## config.mk

```make
export PLATFORM = sky130hd
export DESIGN_NAME = mux_sequencer_flat
export DESIGN_NICKNAME = d
export VERILOG_FILES = /design/src/rtl/mux_sequencer_pkg.sv /design/src/rtl/mux_sequencer_if.sv /design/src/rtl/mux_sequencer_priority_onehot_enc.sv /design/src/rtl/mux_sequencer.sv /design/src/flat_wrapper.sv
export SDC_FILE = /design/constraint.sdc
export NUM_CORES = 1
export LEC_CHECK = 0
export ABC_AREA = 1
export CORE_UTILIZATION = 52
export DETAILED_ROUTE_END_ITERATION = 8
export PLACE_DENSITY = 0.79
export SYNTH_ARGS = -nofsm -noshare
export SYNTH_HDL_FRONTEND = slang
export SYNTH_SLANG_ARGS = --single-unit
```

## constraint.sdc

```tcl
create_clock -name clk -period 1.94 [get_ports clk]
set_input_delay 0.388 -clock clk [delete_from_list [all_inputs] [get_ports clk]]
set_output_delay 0.388 -clock clk [all_outputs]
set_load 0.01 [all_outputs]
```

## src/rtl/mux_sequencer_pkg.sv

```systemverilog
// Shared types and defaults for the LED panel multiplexer sequencer.
//   mux_mode_e          : operating mode as driven on the 2-bit mode input.
//   seq_state_e         : sequencer FSM state, also exported for debug.
//   MUX_BLANKING_CYCLES : default break-before-make gap. driver_controller
//                         reuses it as its BLANKING_TIME.
package mux_sequencer_pkg;

  typedef enum logic [1:0] {
    MUX_OFF    = 2'd0,
    MUX_MANUAL = 2'd1,
    MUX_AUTO   = 2'd2,
    MUX_RSVD   = 2'd3
  } mux_mode_e;

  typedef enum logic [1:0] {
    ST_OFF    = 2'd0,
    ST_BLANK  = 2'd1,
    ST_ACTIVE = 2'd2
  } seq_state_e;

  localparam int MUX_BLANKING_CYCLES = 72;

endpackage

```

## src/rtl/mux_sequencer_if.sv

```systemverilog
// Control/status bundle between the panel driver side and the mux sequencer.
//   mode          : 0=OFF, 1=MANUAL, 2=AUTO, 3=reserved (acts as OFF)
//   manual_sel    : requested line pattern in MANUAL mode (lowest set bit wins)
//   column_ready  : single-cycle pulse; no ready/backpressure exists. A pulse
//                   is consumed only when the sequencer is showing a line in
//                   AUTO mode, otherwise it is dropped.
//   position_sync : level; its rising edge re-aligns AUTO to line 0
//   mux_out       : registered one-hot-or-zero mux enables
//   mux_index     : index of the lit line (meaningful while mux_out != 0)
//   blanking      : high during the break-before-make gap
//   frame_start   : one-cycle pulse when line 0 lights in AUTO
//   dbg_state     : current sequencer FSM state (seq_state_e encoding)
interface mux_sequencer_if #(
  parameter int NB_MUX = 8
);
  localparam int IDX_W = $clog2(NB_MUX);

  logic [1:0]        mode;
  logic [NB_MUX-1:0] manual_sel;
  logic              column_ready;
  logic              position_sync;
  logic [NB_MUX-1:0] mux_out;
  logic [IDX_W-1:0]  mux_index;
  logic              blanking;
  logic              frame_start;
  logic [1:0]        dbg_state;

  modport master (
    output mode, manual_sel, column_ready, position_sync,
    input  mux_out, mux_index, blanking, frame_start, dbg_state
  );

  modport slave (
    input  mode, manual_sel, column_ready, position_sync,
    output mux_out, mux_index, blanking, frame_start, dbg_state
  );

endinterface

```

## src/rtl/mux_sequencer_priority_onehot_enc.sv

```systemverilog
// Lowest-set-bit encoder, purely combinational.
//   vec   : input pattern
//   idx   : index of the lowest set bit (0 when vec is zero)
//   valid : vec has at least one bit set
module priority_onehot_enc #(
  parameter int W     = 8,
  parameter int IDX_W = $clog2(W)
) (
  input  logic [W-1:0]     vec,
  output logic [IDX_W-1:0] idx,
  output logic             valid
);

  // Scan from the top down so the lowest set bit is the last to write idx.
  always_comb begin
    idx   = '0;
    valid = 1'b0;
    for (int i = W - 1; i >= 0; i--) begin
      if (vec[i]) begin
        idx   = IDX_W'(i);
        valid = 1'b1;
      end
    end
  end

endmodule

```

## src/rtl/mux_sequencer.sv

```systemverilog
// Break-before-make multiplexer sequencer for the LED panel.
// Drives NB_MUX one-hot line enables. Every line change passes through
// BLANKING_CYCLES dead cycles with all lines off.
//   clk, rst : clock and asynchronous active-high reset
//   bus      : mux_sequencer_if slave (mode/select/pulse inputs, registered
//              mux enables and status outputs, debug state)
module mux_sequencer
  import mux_sequencer_pkg::*;
#(
  parameter int NB_MUX          = 8,
  parameter int BLANKING_CYCLES = MUX_BLANKING_CYCLES
) (
  input  logic            clk,
  input  logic            rst,
  mux_sequencer_if.slave  bus
);

  localparam int IDX_W = $clog2(NB_MUX);
  localparam int CNT_W = (BLANKING_CYCLES > 1) ? $clog2(BLANKING_CYCLES) : 1;
  localparam logic [CNT_W-1:0] BLANK_TERM = CNT_W'(BLANKING_CYCLES - 1);

  seq_state_e        state_q, state_d;
  mux_mode_e         cur_mode_q, cur_mode_d;
  logic [CNT_W-1:0]  cnt_q, cnt_d;
  logic [IDX_W-1:0]  target_q, target_d;
  logic              sync_pending_q, sync_pending_d;
  logic              sync_q, sync_d;
  logic [NB_MUX-1:0] mux_out_q, mux_out_d;
  logic [IDX_W-1:0]  mux_index_q, mux_index_d;
  logic              blanking_q, blanking_d;
  logic              frame_start_q, frame_start_d;

  mux_mode_e         mode_eff;
  logic [IDX_W-1:0]  enc_idx;
  logic              enc_valid;
  logic              sync_edge;
  logic              line_on;
  logic              entering;
  logic              req;
  logic              go_dark;
  logic [IDX_W-1:0]  req_tgt;
  logic [IDX_W-1:0]  next_idx;

  priority_onehot_enc #(
    .W     (NB_MUX),
    .IDX_W (IDX_W)
  ) u_enc (
    .vec   (bus.manual_sel),
    .idx   (enc_idx),
    .valid (enc_valid)
  );

  always_comb begin
    case (mux_mode_e'(bus.mode))
      MUX_MANUAL: mode_eff = MUX_MANUAL;
      MUX_AUTO:   mode_eff = MUX_AUTO;
      default:    mode_eff = MUX_OFF;
    endcase
  end

  assign sync_edge = bus.position_sync & ~sync_q;
  assign line_on   = |mux_out_q;
  assign next_idx  = (mux_index_q == IDX_W'(NB_MUX - 1)) ? '0 : mux_index_q + IDX_W'(1);

  always_comb begin
    state_d        = state_q;
    cur_mode_d     = cur_mode_q;
    cnt_d          = cnt_q;
    target_d       = target_q;
    sync_pending_d = sync_pending_q;
    sync_d         = bus.position_sync;
    mux_out_d      = mux_out_q;
    mux_index_d    = mux_index_q;
    blanking_d     = blanking_q;
    frame_start_d  = 1'b0;
    entering       = 1'b0;
    req            = 1'b0;
    go_dark        = 1'b0;
    req_tgt        = '0;

    if (mode_eff == MUX_OFF) begin
      state_d        = ST_OFF;
      cur_mode_d     = MUX_OFF;
      cnt_d          = '0;
      sync_pending_d = 1'b0;
      mux_out_d      = '0;
      blanking_d     = 1'b0;
    end else begin
      // A mode switch (including leaving OFF) restarts the sequence.
      entering   = (state_q == ST_OFF) || (cur_mode_q != mode_eff);
      cur_mode_d = mode_eff;

      if (mode_eff == MUX_MANUAL) begin
        sync_pending_d = 1'b0;
        req_tgt        = enc_idx;
        if (!enc_valid) begin
          // No line requested: dark immediately, nothing to blank for.
          go_dark = 1'b1;
        end else if (entering) begin
          req = 1'b1;
        end else if (state_q == ST_BLANK) begin
          req = (enc_idx != target_q);
        end else begin
          // Compare the resolved winner, so non-winning bit changes are inert.
          req = !line_on || (enc_idx != mux_index_q);
        end
      end else begin
        sync_pending_d = sync_pending_q | sync_edge;
        if (entering) begin
          req            = 1'b1;
          req_tgt        = '0;
          sync_pending_d = 1'b0;
        end else if ((state_q == ST_ACTIVE) && bus.column_ready) begin
          // A sync edge in the same cycle as the pulse still counts.
          req            = 1'b1;
          req_tgt        = (sync_pending_q || sync_edge) ? '0 : next_idx;
          sync_pending_d = 1'b0;
        end
      end

      if (go_dark) begin
        state_d    = ST_ACTIVE;
        cnt_d      = '0;
        mux_out_d  = '0;
        blanking_d = 1'b0;
      end else if (req) begin
        state_d    = ST_BLANK;
        cnt_d      = '0;
        target_d   = req_tgt;
        mux_out_d  = '0;
        blanking_d = 1'b1;
      end else if (state_q == ST_BLANK) begin
        if (cnt_q == BLANK_TERM) begin
          state_d           = ST_ACTIVE;
          mux_out_d         = '0;
          mux_out_d[target_q] = 1'b1;
          mux_index_d       = target_q;
          blanking_d        = 1'b0;
          frame_start_d     = (cur_mode_q == MUX_AUTO) && (target_q == '0);
        end else begin
          cnt_d = cnt_q + CNT_W'(1);
        end
      end
    end
  end

  always_ff @(posedge clk or posedge rst) begin
    if (rst) begin
      state_q        <= ST_OFF;
      cur_mode_q     <= MUX_OFF;
      cnt_q          <= '0;
      target_q       <= '0;
      sync_pending_q <= 1'b0;
      sync_q         <= 1'b0;
      mux_out_q      <= '0;
      mux_index_q    <= '0;
      blanking_q     <= 1'b0;
      frame_start_q  <= 1'b0;
    end else begin
      state_q        <= state_d;
      cur_mode_q     <= cur_mode_d;
      cnt_q          <= cnt_d;
      target_q       <= target_d;
      sync_pending_q <= sync_pending_d;
      sync_q         <= sync_d;
      mux_out_q      <= mux_out_d;
      mux_index_q    <= mux_index_d;
      blanking_q     <= blanking_d;
      frame_start_q  <= frame_start_d;
    end
  end

  assign bus.mux_out     = mux_out_q;
  assign bus.mux_index   = mux_index_q;
  assign bus.blanking    = blanking_q;
  assign bus.frame_start = frame_start_q;
  assign bus.dbg_state   = state_q;

  // Never two lines at once, and never a lit line during the gap.
  a_onehot_no_overlap: assert property (
    @(posedge clk) disable iff (rst)
      $onehot0(mux_out_q) && (!line_on || !blanking_q)
  );

endmodule

```

## src/flat_wrapper.sv

```systemverilog
// flat-port wrapper written by rule: the top's interface ports become plain ports
module mux_sequencer_flat import mux_sequencer_pkg::*;
#(
  parameter int NB_MUX          = 8,
  parameter int BLANKING_CYCLES = MUX_BLANKING_CYCLES
)
  (clk, rst, bus_mode, bus_manual_sel, bus_column_ready, bus_position_sync, bus_mux_out, bus_mux_index, bus_blanking, bus_frame_start, bus_dbg_state);
  mux_sequencer_if #(.NB_MUX(NB_MUX)) bus_i ();
  input  logic clk;
  input  logic rst;
  input wire logic [$bits(bus_i.mode)-1:0] bus_mode;
  input wire logic [$bits(bus_i.manual_sel)-1:0] bus_manual_sel;
  input wire logic [$bits(bus_i.column_ready)-1:0] bus_column_ready;
  input wire logic [$bits(bus_i.position_sync)-1:0] bus_position_sync;
  output wire logic [$bits(bus_i.mux_out)-1:0] bus_mux_out;
  output wire logic [$bits(bus_i.mux_index)-1:0] bus_mux_index;
  output wire logic [$bits(bus_i.blanking)-1:0] bus_blanking;
  output wire logic [$bits(bus_i.frame_start)-1:0] bus_frame_start;
  output wire logic [$bits(bus_i.dbg_state)-1:0] bus_dbg_state;
  assign bus_i.mode = bus_mode;
  assign bus_i.manual_sel = bus_manual_sel;
  assign bus_i.column_ready = bus_column_ready;
  assign bus_i.position_sync = bus_position_sync;
  assign bus_mux_out = bus_i.mux_out;
  assign bus_mux_index = bus_i.mux_index;
  assign bus_blanking = bus_i.blanking;
  assign bus_frame_start = bus_i.frame_start;
  assign bus_dbg_state = bus_i.dbg_state;
  mux_sequencer #(.NB_MUX(NB_MUX), .BLANKING_CYCLES(BLANKING_CYCLES)) u_core (.clk(clk), .rst(rst), .bus(bus_i));
endmodule
```

==> flow_metrics.env <==
export IMPL_status="complete, no violations"
export IMPL_synth_cell_types=31
export IMPL_maxCapViolCount=0
export IMPL_io_pins=29
export IMPL_use_met2_pct=42.4
export IMPL_max_freq_ghz=0.531
export IMPL_period_share_pct=97.0
export IMPL_synth_nets=240
export IMPL_grt_max_degree=29
export IMPL_cts_tree="done"
export IMPL_syn_inst=221
export IMPL_root_buffer="clkbuf_4"
export IMPL_cts_num_sinks=28
export IMPL_antennaDiodeCount=0
export IMPL_hold_viol=0
export IMPL_area_growth_pct=41.0
export IMPL_arrival_ns=2.17
export IMPL_synth_top_cell_by_area="dfrtp_1"
export IMPL_htreeDepth=1
export IMPL_num_vias=1683
export IMPL_hold_class="in -> async"
export IMPL_cts_hold_buf=0
export IMPL_worstSetupPathType="in -> reg"
export IMPL_synth_area_top_cells="dfrtp_1 42%, nand2_1 11%, inv_1 6.8%"
export IMPL_ir_worst_vdd_mv=0.376
export IMPL_grt_pass1_vias=1475
export IMPL_final_net_count=295
export IMPL_finalPower_mw=1.35
export IMPL_drive_gt1_share_pct=24.4
export IMPL_ys_async_sr_fraction_pct=100
export IMPL_cts_reportedPaths_clkPinSlew_ns=0.16
export IMPL_fillers=233
export IMPL_drt_wl_total_um=4200
export IMPL_synth_warnings=0
export IMPL_clock_path_buffers=2
export IMPL_ys_flop_type="dfrtp_1"
export IMPL_vias_per_cell=5.28
export IMPL_first_pass_iters=4
export IMPL_slew_viol_final=0
export IMPL_skew_ns=0.00772
export IMPL_post_route_util_pct=77.0
export IMPL_worstSkewPairLatency_ns=0.35
export IMPL_routedWlPerCell_um=13.2
export IMPL_multiInputGateArea_um2=900
export IMPL_final_cell_mix="44 x nand2_1, 28 x dfrtp_1, 27 x nor2_1"
export IMPL_tightest_slew_ns=0.394
export IMPL_gr_usage_met3_pct=1.98
export IMPL_cp_max_fo=8
export IMPL_antenna_found_initial=0
export IMPL_startpoint_type="primary input"
export IMPL_setup_violations=0
export IMPL_dp_slack_ns=-0.401
export IMPL_design_area_um2=2350
export IMPL_drcViolationCount=0
export IMPL_ff_latch_area_um2=701
export IMPL_yosysSeqAreaShare_pct=42.0
export IMPL_num_rows=20
export IMPL_place_congestion=0.866
export IMPL_powerDensity_nw_per_um2=576
export IMPL_grt_pass1_wl_um=6250
export IMPL_die_x_um=58.6
export IMPL_setup_tns_ns=0
export IMPL_syn_cell_area_um2=1670
export IMPL_synth_seq_cells=28
export IMPL_layout_min_cycle_time_ns=1.88
export IMPL_slew_headroom_pct=73.7
export IMPL_io_buffers=28
export IMPL_p_leak_nw=1.16
export IMPL_drt_iter0_markers=64
export IMPL_place_area_um2=2150
export IMPL_layout_commonest_cell="nand2_1"
export IMPL_cts_made_buffers=3
export IMPL_hpwl_um=2870
export IMPL_grt_util_met1_pct=30.9
export IMPL_synth_top_area_share_pct=42.0
export IMPL_initial_core_util_pct=54.6
export IMPL_end_kind="flop"
export IMPL_busiest_layer="met2"
export IMPL_grtUsageTotal_pct=23.8
export IMPL_setup_ws_ns=0.0584
export IMPL_overflow=0
export IMPL_ant_nets=0
export IMPL_die_h_um=58.6
export IMPL_cp_data_required_time_ns=2.23
export IMPL_synth_edf_count=0
export IMPL_die_area_um2=3440
export IMPL_synth_area_per_cell_um2=7.55
export IMPL_core_um2=3050
[sequential cells by signal, summed over array words and instances (netlist names)]
name and flops:
u_core.bus.mux_out 8, u_core.cnt_q 7, u_core.bus.mux_index 3, u_core.target_q 3
u_core.bus.dbg_state 2, u_core.cur_mode_q 2, u_core.bus.frame_start 1, u_core.sync_pending_q 1
u_core.sync_q 1
[metal layers]
metal  vias to the layer above  share of wire, %
met5                         -                 0
met4                         0               1.5
met3                         8               4.3
li1                        834                 -
met2                        56                51
met1                       785                43
[path summary, 6_finish.rpt]
| check | startpoint | endpoint | slack (ns) | cells past startpoint |
|---|---|---|---|---|
| setup / recovery | bus_manual_sel[6] | u_core.cnt_q[3]$_DFFE_PP0P_ | 0.06 | 15 |
| hold / removal | rst | u_core.bus.dbg_state[1]$_DFFE_PP0P_ | 0.39 | 3 |
| setup reg to reg | u_core.cnt_q[0]$_DFFE_PP0P_ | u_core.bus.mux_out[6]$_DFFE_PP0P_ | 0.11 | 11 |
| hold reg to reg | u_core.cnt_q[3]$_DFFE_PP0P_ | u_core.cnt_q[3]$_DFFE_PP0P_ | 0.55 | 2 |
| max in group asynchronous | rst | u_core.bus.mux_out[4]$_DFFE_PP0P_ | 1.28 | 3 |
| min in group clk | bus_mode[1] | u_core.cur_mode_q[1]$_DFF_PP0_ | 0.41 | 2 |
[stage by stage]
step,cells,hold slack (ns)
floorplan,221,0.419
detailed placement,311,0.535
global route,319,0.418
global placement,311,0.518
CTS,315,0.403
finish,319,0.387
[Yosys cell counts (2+ instances only)]
| master | n |
|---|---|
| dfrtp_1 | 28 |
| nor3_1 | 3 |
| nand3_1 | 21 |
| nor2_2 | 3 |
| a32oi_1 | 3 |
| nor3_2 | 2 |
| nand4_1 | 5 |
| nand2_1 | 50 |
| nand2_2 | 4 |
| a21oi_1 | 7 |
| o22ai_1 | 2 |
| inv_2 | 2 |
| xor2_1 | 2 |
| o21ai_1 | 3 |
| buf_4 | 2 |
| inv_1 | 30 |
| a22oi_1 | 4 |
| nor2_1 | 30 |
| nand3b_1 | 4 |
| ha_1 | 5 |
[where the power goes]
group | internal [mW] | switching [mW] | total, mW
sequential | 0.598 | 0.0157 | 0.613
clock | 0.209 | 0.190 | 0.399
combinational | 0.155 | 0.187 | 0.342
[logic make-up (layout without fill, tap and decap cells)]
family          after synthesis  in the layout  share of synthesized area, %
fa+ha+maj                     5              5                          3.75
compound gates               24             24                          9.45
flops                        28             28                          42.0
xor+xnor                      3              3                          1.58
simple gates                125            125                          34.2
buf+inv                      36             90                          9.00
[what timing repair did]
item | 4_1_cts | 5_1_grt
gates cloned | 0 | 1
buffers inserted | 0 | 3
pin swaps | 0 | 11
gates resized for setup | 2 | 31
endpoints found under the setup margin | 15 | 25
[critical path, cell delays in order]
cell             delay (ns)
clkdlybuf4s50_1        0.47
inv_2                  0.05
nand3_2                0.08
buf_4                  0.12
nand2_2                0.06
nand2_1                0.06
nand3_1                0.07
nor2_1                 0.13
nand3_1                0.09
nand2_1                0.06
nand3_1                0.07
nand2_2                0.13
nand2_4                0.10
clkbuf_16              0.18
a21oi_2                0.10
[cell type report]
| class | count | share of cell area (%) |
|---|---|---|
| multi-input combinational | 157 | 38.3 |
| sequential | 28 | 29.8 |
| timing repair buffer | 53 | 21.9 |
| inverter | 33 | 5.43 |
| tap | 44 | 2.34 |
| clock inverter | 1 | 1.28 |
| clock buffer | 3 | 0.958 |
(Power assumes the default switching activity.)
==> patch 1 (same flow settings) <==
The package constant `MUX_BLANKING_CYCLES` goes from 72 to 36.
--- a/src/rtl/mux_sequencer_pkg.sv
+++ b/src/rtl/mux_sequencer_pkg.sv
@@ -18,7 +18,7 @@
     ST_ACTIVE = 2'd2
   } seq_state_e;
 
-  localparam int MUX_BLANKING_CYCLES = 72;
+  localparam int MUX_BLANKING_CYCLES = 36;
 
 endpackage
 
Function: same outputs for any inputs over 10 cycles, from zero or initial values and one cycle with rst high; that may be too few to reach the edited logic, so the function may still have changed.
==> patch 1 against the original RTL <==
Area after synthesis rose by 3.0%. Sequential cell count down 1. Cell count grew 1.9%. Worst setup slack gained 25 ps. Largest power group unchanged. Synthesized cell count rose by 1.8%. Total power shrank 8.8%. Critical path depth did not move. Sequential power decreased by 3%. Combinational power up 18%. Clock power fell by 41%. Die area is 2.9% higher. Critical path type unchanged. Core utilization fell by 1.1 points. Routed wire length down 2.7%. Final area increased by 0.21%.
==> patch 1: results (changes against the original RTL) <==
Placement
  – Placer Congestion: 0.893 (was 0.866)
  – Detail Placement HPWL: 2980 um (was 2870 um)

Worst setup path
  – Cell at the slowest stage of the critical path: dlygate4sd2_1 (was clkdlybuf4s50_1)
  – CP peak stage delay: 260 ps (was 470 ps)
  – Worst reg-to-reg path cell count: 6 (was 11)
  – Critical path fanouts, max: 4 (was 8)
  – Reg2reg setup slack: 190 ps (was 110 ps)
  – Critical R2R Capture: u_core.target_q[0] (was u_core.bus.mux_out[6])

Finish
  – Signal buf overhead: 0.211 (was 0.219)
  – Synth-to-layout area growth: 37.1% (was 41.0%)
  – Invs w/o clock: 35 (was 33)
  – Clk_buf instances: 4 (was 3)
  – Register Area: 676 sq um (was 701 sq um)
  – Layout cells sized above 1: 0.295 (was 0.244)
  – Final Instance Area: 0.00236 sq mm (was 0.00235 sq mm)

Logic synthesis
  – Synthesized net count: 244 (was 240)
  – Seq/Total Area, Yosys: 0.393 (was 0.420)
  – Unique masters post-synth: 30 (was 31)
  – Area contributors post-synth: dfrtp_1, nand2_1, nand3_1 (was dfrtp_1, nand2_1, inv_1)

Status
  – Status: finished clean (unchanged)

Global routing
  – GRT Total Usage: 0.248 (was 0.238)
  – Largest net degree at the start of global routing: 28 (was 29)
  – Global-route wire length before repair: 6520 um (was 6250 um)

Routing
  – Vias per cell: 5.17 (was 5.28)
  – DR WL/cell: 12.6 um (was 13.2 um)

Clocking
  – Cts repair resizes: 23 (was 2)
  – Clock transition at path regs: 140 ps (was 160 ps)
  – Worst-Skew Late Latency: 330 ps (was 350 ps)

STA
  – Final Skew: 12.4 ps (was 7.72 ps)
patch 1: changes by cell type after synthesis, sizes merged, moves of 2 or more:
| cell | before | now |
|---|---|---|
| nand4 | 5 | 13 |
| inv | 32 | 35 |
| nor3 | 5 | 12 |
| a22oi | 4 | 0 |
| nand3 | 21 | 24 |
| o21ai | 5 | 3 |
| nor2 | 34 | 19 |
| a32oi | 3 | 0 |
| nand2 | 54 | 64 |
| nand3b | 4 | 1 |
| clkbuf | 0 | 2 |
patch 1: logic make-up (layout without fill, tap and decap cells):
kind of cell | count (synthesis) | count (layout) | share of synthesized area
AO/OA/AOI/OAI | 13 | 13 | 0.0583
XOR/XNOR | 3 | 3 | 0.0153
adder cells (fa/ha/maj) | 5 | 5 | 0.0364
buffers and inverters | 40 | 96 | 0.0910
flip-flops | 27 | 27 | 0.393
AND/OR/NAND/NOR | 137 | 137 | 0.406
patch 1: power breakdown:
part	internal [W]	switching, W
Sequential	0.000580	0.0000165
Clock	0.0000806	0.000155
Combinational	0.000173	0.000231
Total	0.000834	0.000402
patch 1: worst reg2reg max path, stage by stage (launching register included):
cell and delay [ps]:
dfrtp_1 460, ha_1 210, ha_1 170, or3_1 390, o32ai_1 240, nand3_1 130, nand2_1 100
patch 1: per-layer routing:
layer | wire, um | vias up | track usage | part of all wire
met1 | 1840 | 767 | 0.333 | 0.45
met4 | 61 | 0 | 0.0748 | 0.015
li1 | - | 850 | - | -
met5 | 0 | - | 0 | 0
met2 | 2000 | 54 | 0.404 | 0.49
met3 | 191 | 8 | 0.0459 | 0.047
patch 1: stage by stage:
step	worst slack [ps]	cells	setup TNS [ps]
global placement	-425	316	-9110
CTS	43.9	323	0
floorplan	67.1	225	0
global route	-94.5	325	-409
finish	83.5	325	0
detailed placement	-535	316	-11310
==> patch 2 (config.mk and constraints unchanged) <==
Without the edit above. Make the reset (`rst`) synchronous in one clocked block. Comments in the files are not updated.
--- a/src/rtl/mux_sequencer.sv
+++ b/src/rtl/mux_sequencer.sv
@@ -144,7 +144,7 @@
     end
   end
 
-  always_ff @(posedge clk or posedge rst) begin
+  always_ff @(posedge clk) begin
     if (rst) begin
       state_q        <= ST_OFF;
       cur_mode_q     <= MUX_OFF;
Function: differs if rst is asserted again (counterexample within 4 cycles, from zero or initial values and one cycle with rst high); with rst held inactive, the same outputs for 10 cycles.
==> patch 2 against the original RTL <==
The flow now finishes with violations (design-rule violations). Fmax rose by 0.32%. Area after synthesis fell by 6.0%. Global-route usage is 2.8 points higher. Routed wire length shrank 5.9%. Sequential cell count stayed put. Largest power group unchanged. Total power shrank 10%. First-iteration DRC count rose by 66%. Worst setup slack better by 6.0 ps. Clock power shrank 1%. Worst hold slack gained 120 ps. Cell count decreased by 3.1%. Final area fell by 7.5%.
==> patch 2: results (changes against the original RTL) <==
Status
  – Status: finished, violations left (was finished clean)
  – Failing checks: design-rule violations

Logic synthesis
  – Synthesized net count: 249 (was 240)
  – Synth Flop Type: dfxtp_1 (was dfrtp_1)
  – Avg Inst Size Synth: 6.82 sq um (was 7.55 sq um)
  – Unique masters post-synth: 30 (was 31)
  – Seq/Total Area, Yosys: 0.358 (was 0.420)
  – Post-synth top cells: nand2_1, nor2_1, inv_1 (was nand2_1, inv_1, nor2_1)
  – Asr flop ratio synth: 0 (was 1.00)
  – Area contributors post-synth: dfxtp_1, nand2_1, nor2_1 (was dfrtp_1, nand2_1, inv_1)

Worst hold path
  – Hold Crit Endpoint: u_core.bus.mux_out[3]
  – Hold WC Path Type: flip-flop to flip-flop (was input port to async pin)
  – Hold path depth: 2
  – Hold wc startpoint: u_core.bus.mux_out[3]

Global routing
  – Largest net degree at the start of global routing: 17 (was 29)
  – GRT Total Usage: 0.266 (was 0.238)
  – Vias in the first global route: 1551 (was 1475)
  – Global-route wire length before repair: 6690 um (was 6250 um)

Finish
  – Filler cells: 225 (was 233)
  – Final net count: 298 (was 295)
  – Layout cells sized above 1: 0.219 (was 0.244)
  – Non-Filler Instances: 309 (was 319)

Clocking
  – Clock transition at path regs: about 150 ps
  – Worst-Skew Late Latency: 350 ps (about the same)
  – Cts repair resizes: 17 (was 2)
  – H-tree depth: 1 (unchanged)

Routing
  – DR iter-0 viols: 106 (was 64)
  – Antenna Nets Post-Route: 0 (unchanged)
  – Drt first pass iters: 6 (was 4)
  – Vias per cell: 5.26 (was 5.28)
  – DR WL/cell: 12.8 um (was 13.2 um)
  – Drt drc: 4 (was 0)

Placement
  – Setup WS pre-CTS: -521 ps (was -401 ps)
  – Placer Congestion: 0.852 (was 0.866)
  – Area after DPL: 0.00200 sq mm (was 0.00215 sq mm)
  – Detail Placement HPWL: 2800 um (was 2870 um)

Worst setup path
  – Critical R2R Capture: u_core.bus.frame_start (was u_core.bus.mux_out[6])
  – R2r startpoint: u_core.bus.dbg_state[0] (was u_core.cnt_q[0])
  – Crit path max-delay family: simple AND/OR/NAND/NOR gates (unchanged)
  – Worst reg-to-reg path cell count: 8 (was 11)
  – Reg2reg setup slack: 240 ps (was 110 ps)
  – CP peak stage delay: 400 ps (was 470 ps)

STA
  – Relative slew slack: 0.704 (was 0.737)
  – Final Skew: 10.9 ps (was 7.72 ps)

Power
  – Leak Pwr: 0.981 nW (was 1.16 nW)
  – Peak supply drop: 0.000450 V (was 0.000376 V)
## patch 2: per-stage QoR
step           hold WS, ps   util  power [W]  TNS [ps]
2_1_floorplan          439      -   0.000722         0
3_3_place_gp           473  0.712   0.000805     -9030
3_5_place_dp           477  0.712   0.000808    -11190
4_1_cts                502  0.757    0.00120         0
5_1_grt                519  0.776    0.00126      -508
6_report               508  0.776    0.00121         0
## patch 2: cell type report
cell class                      count  area [sq um]  share of cell area
Timing Repair Buffer               49           457               0.210
Clock buffer                        3          22.5              0.0104
Sequential cell                    28           561               0.258
Multi-Input combinational cell    165           947               0.435
Inverter                           32           120              0.0552
Tap cell                           31          38.8              0.0178
Clock inverter                      1          30.0              0.0138
## patch 2: per-layer routing
layer	GRT usage	part of all wire	wire length, um
met1	0.355	0.47	1850
met2	0.429	0.48	1900
met4	0.118	0.022	89
met3	0.0369	0.030	117
met5	0	0	0
## patch 2: where the power goes
part           switching, W  internal (W)
registers         0.0000105      0.000586
logic              0.000123     0.0000978
clock network      0.000185      0.000209
## patch 2: how the worst max path moves through the flow
stage	endpoint	startpoint	cells after the start	slack [ps]
5_1_grt	u_core.cnt_q[1]	bus_manual_sel[6]	15	-70
4_1_cts	u_core.cnt_q[1]	bus_manual_sel[4]	14	30
2_1_floorplan	u_core.bus.mux_out[3]	bus_mode[0]	11	120
6_report	u_core.cnt_q[1]	bus_manual_sel[6]	16	60
3_3_place_gp	u_core.bus.frame_start	bus_mode[0]	11	-410
3_5_place_dp	u_core.bus.frame_start	bus_mode[0]	11	-520
## patch 2: cell families after synthesis
logic type | Yosys count | synth area share
AO/OA/AOI/OAI | 17 | 0.0702
adder cells (fa/ha/maj) | 5 | 0.0399
AND/OR/NAND/NOR | 136 | 0.397
flip-flops | 28 | 0.358
buffers and inverters | 38 | 0.101
XOR/XNOR | 6 | 0.0335
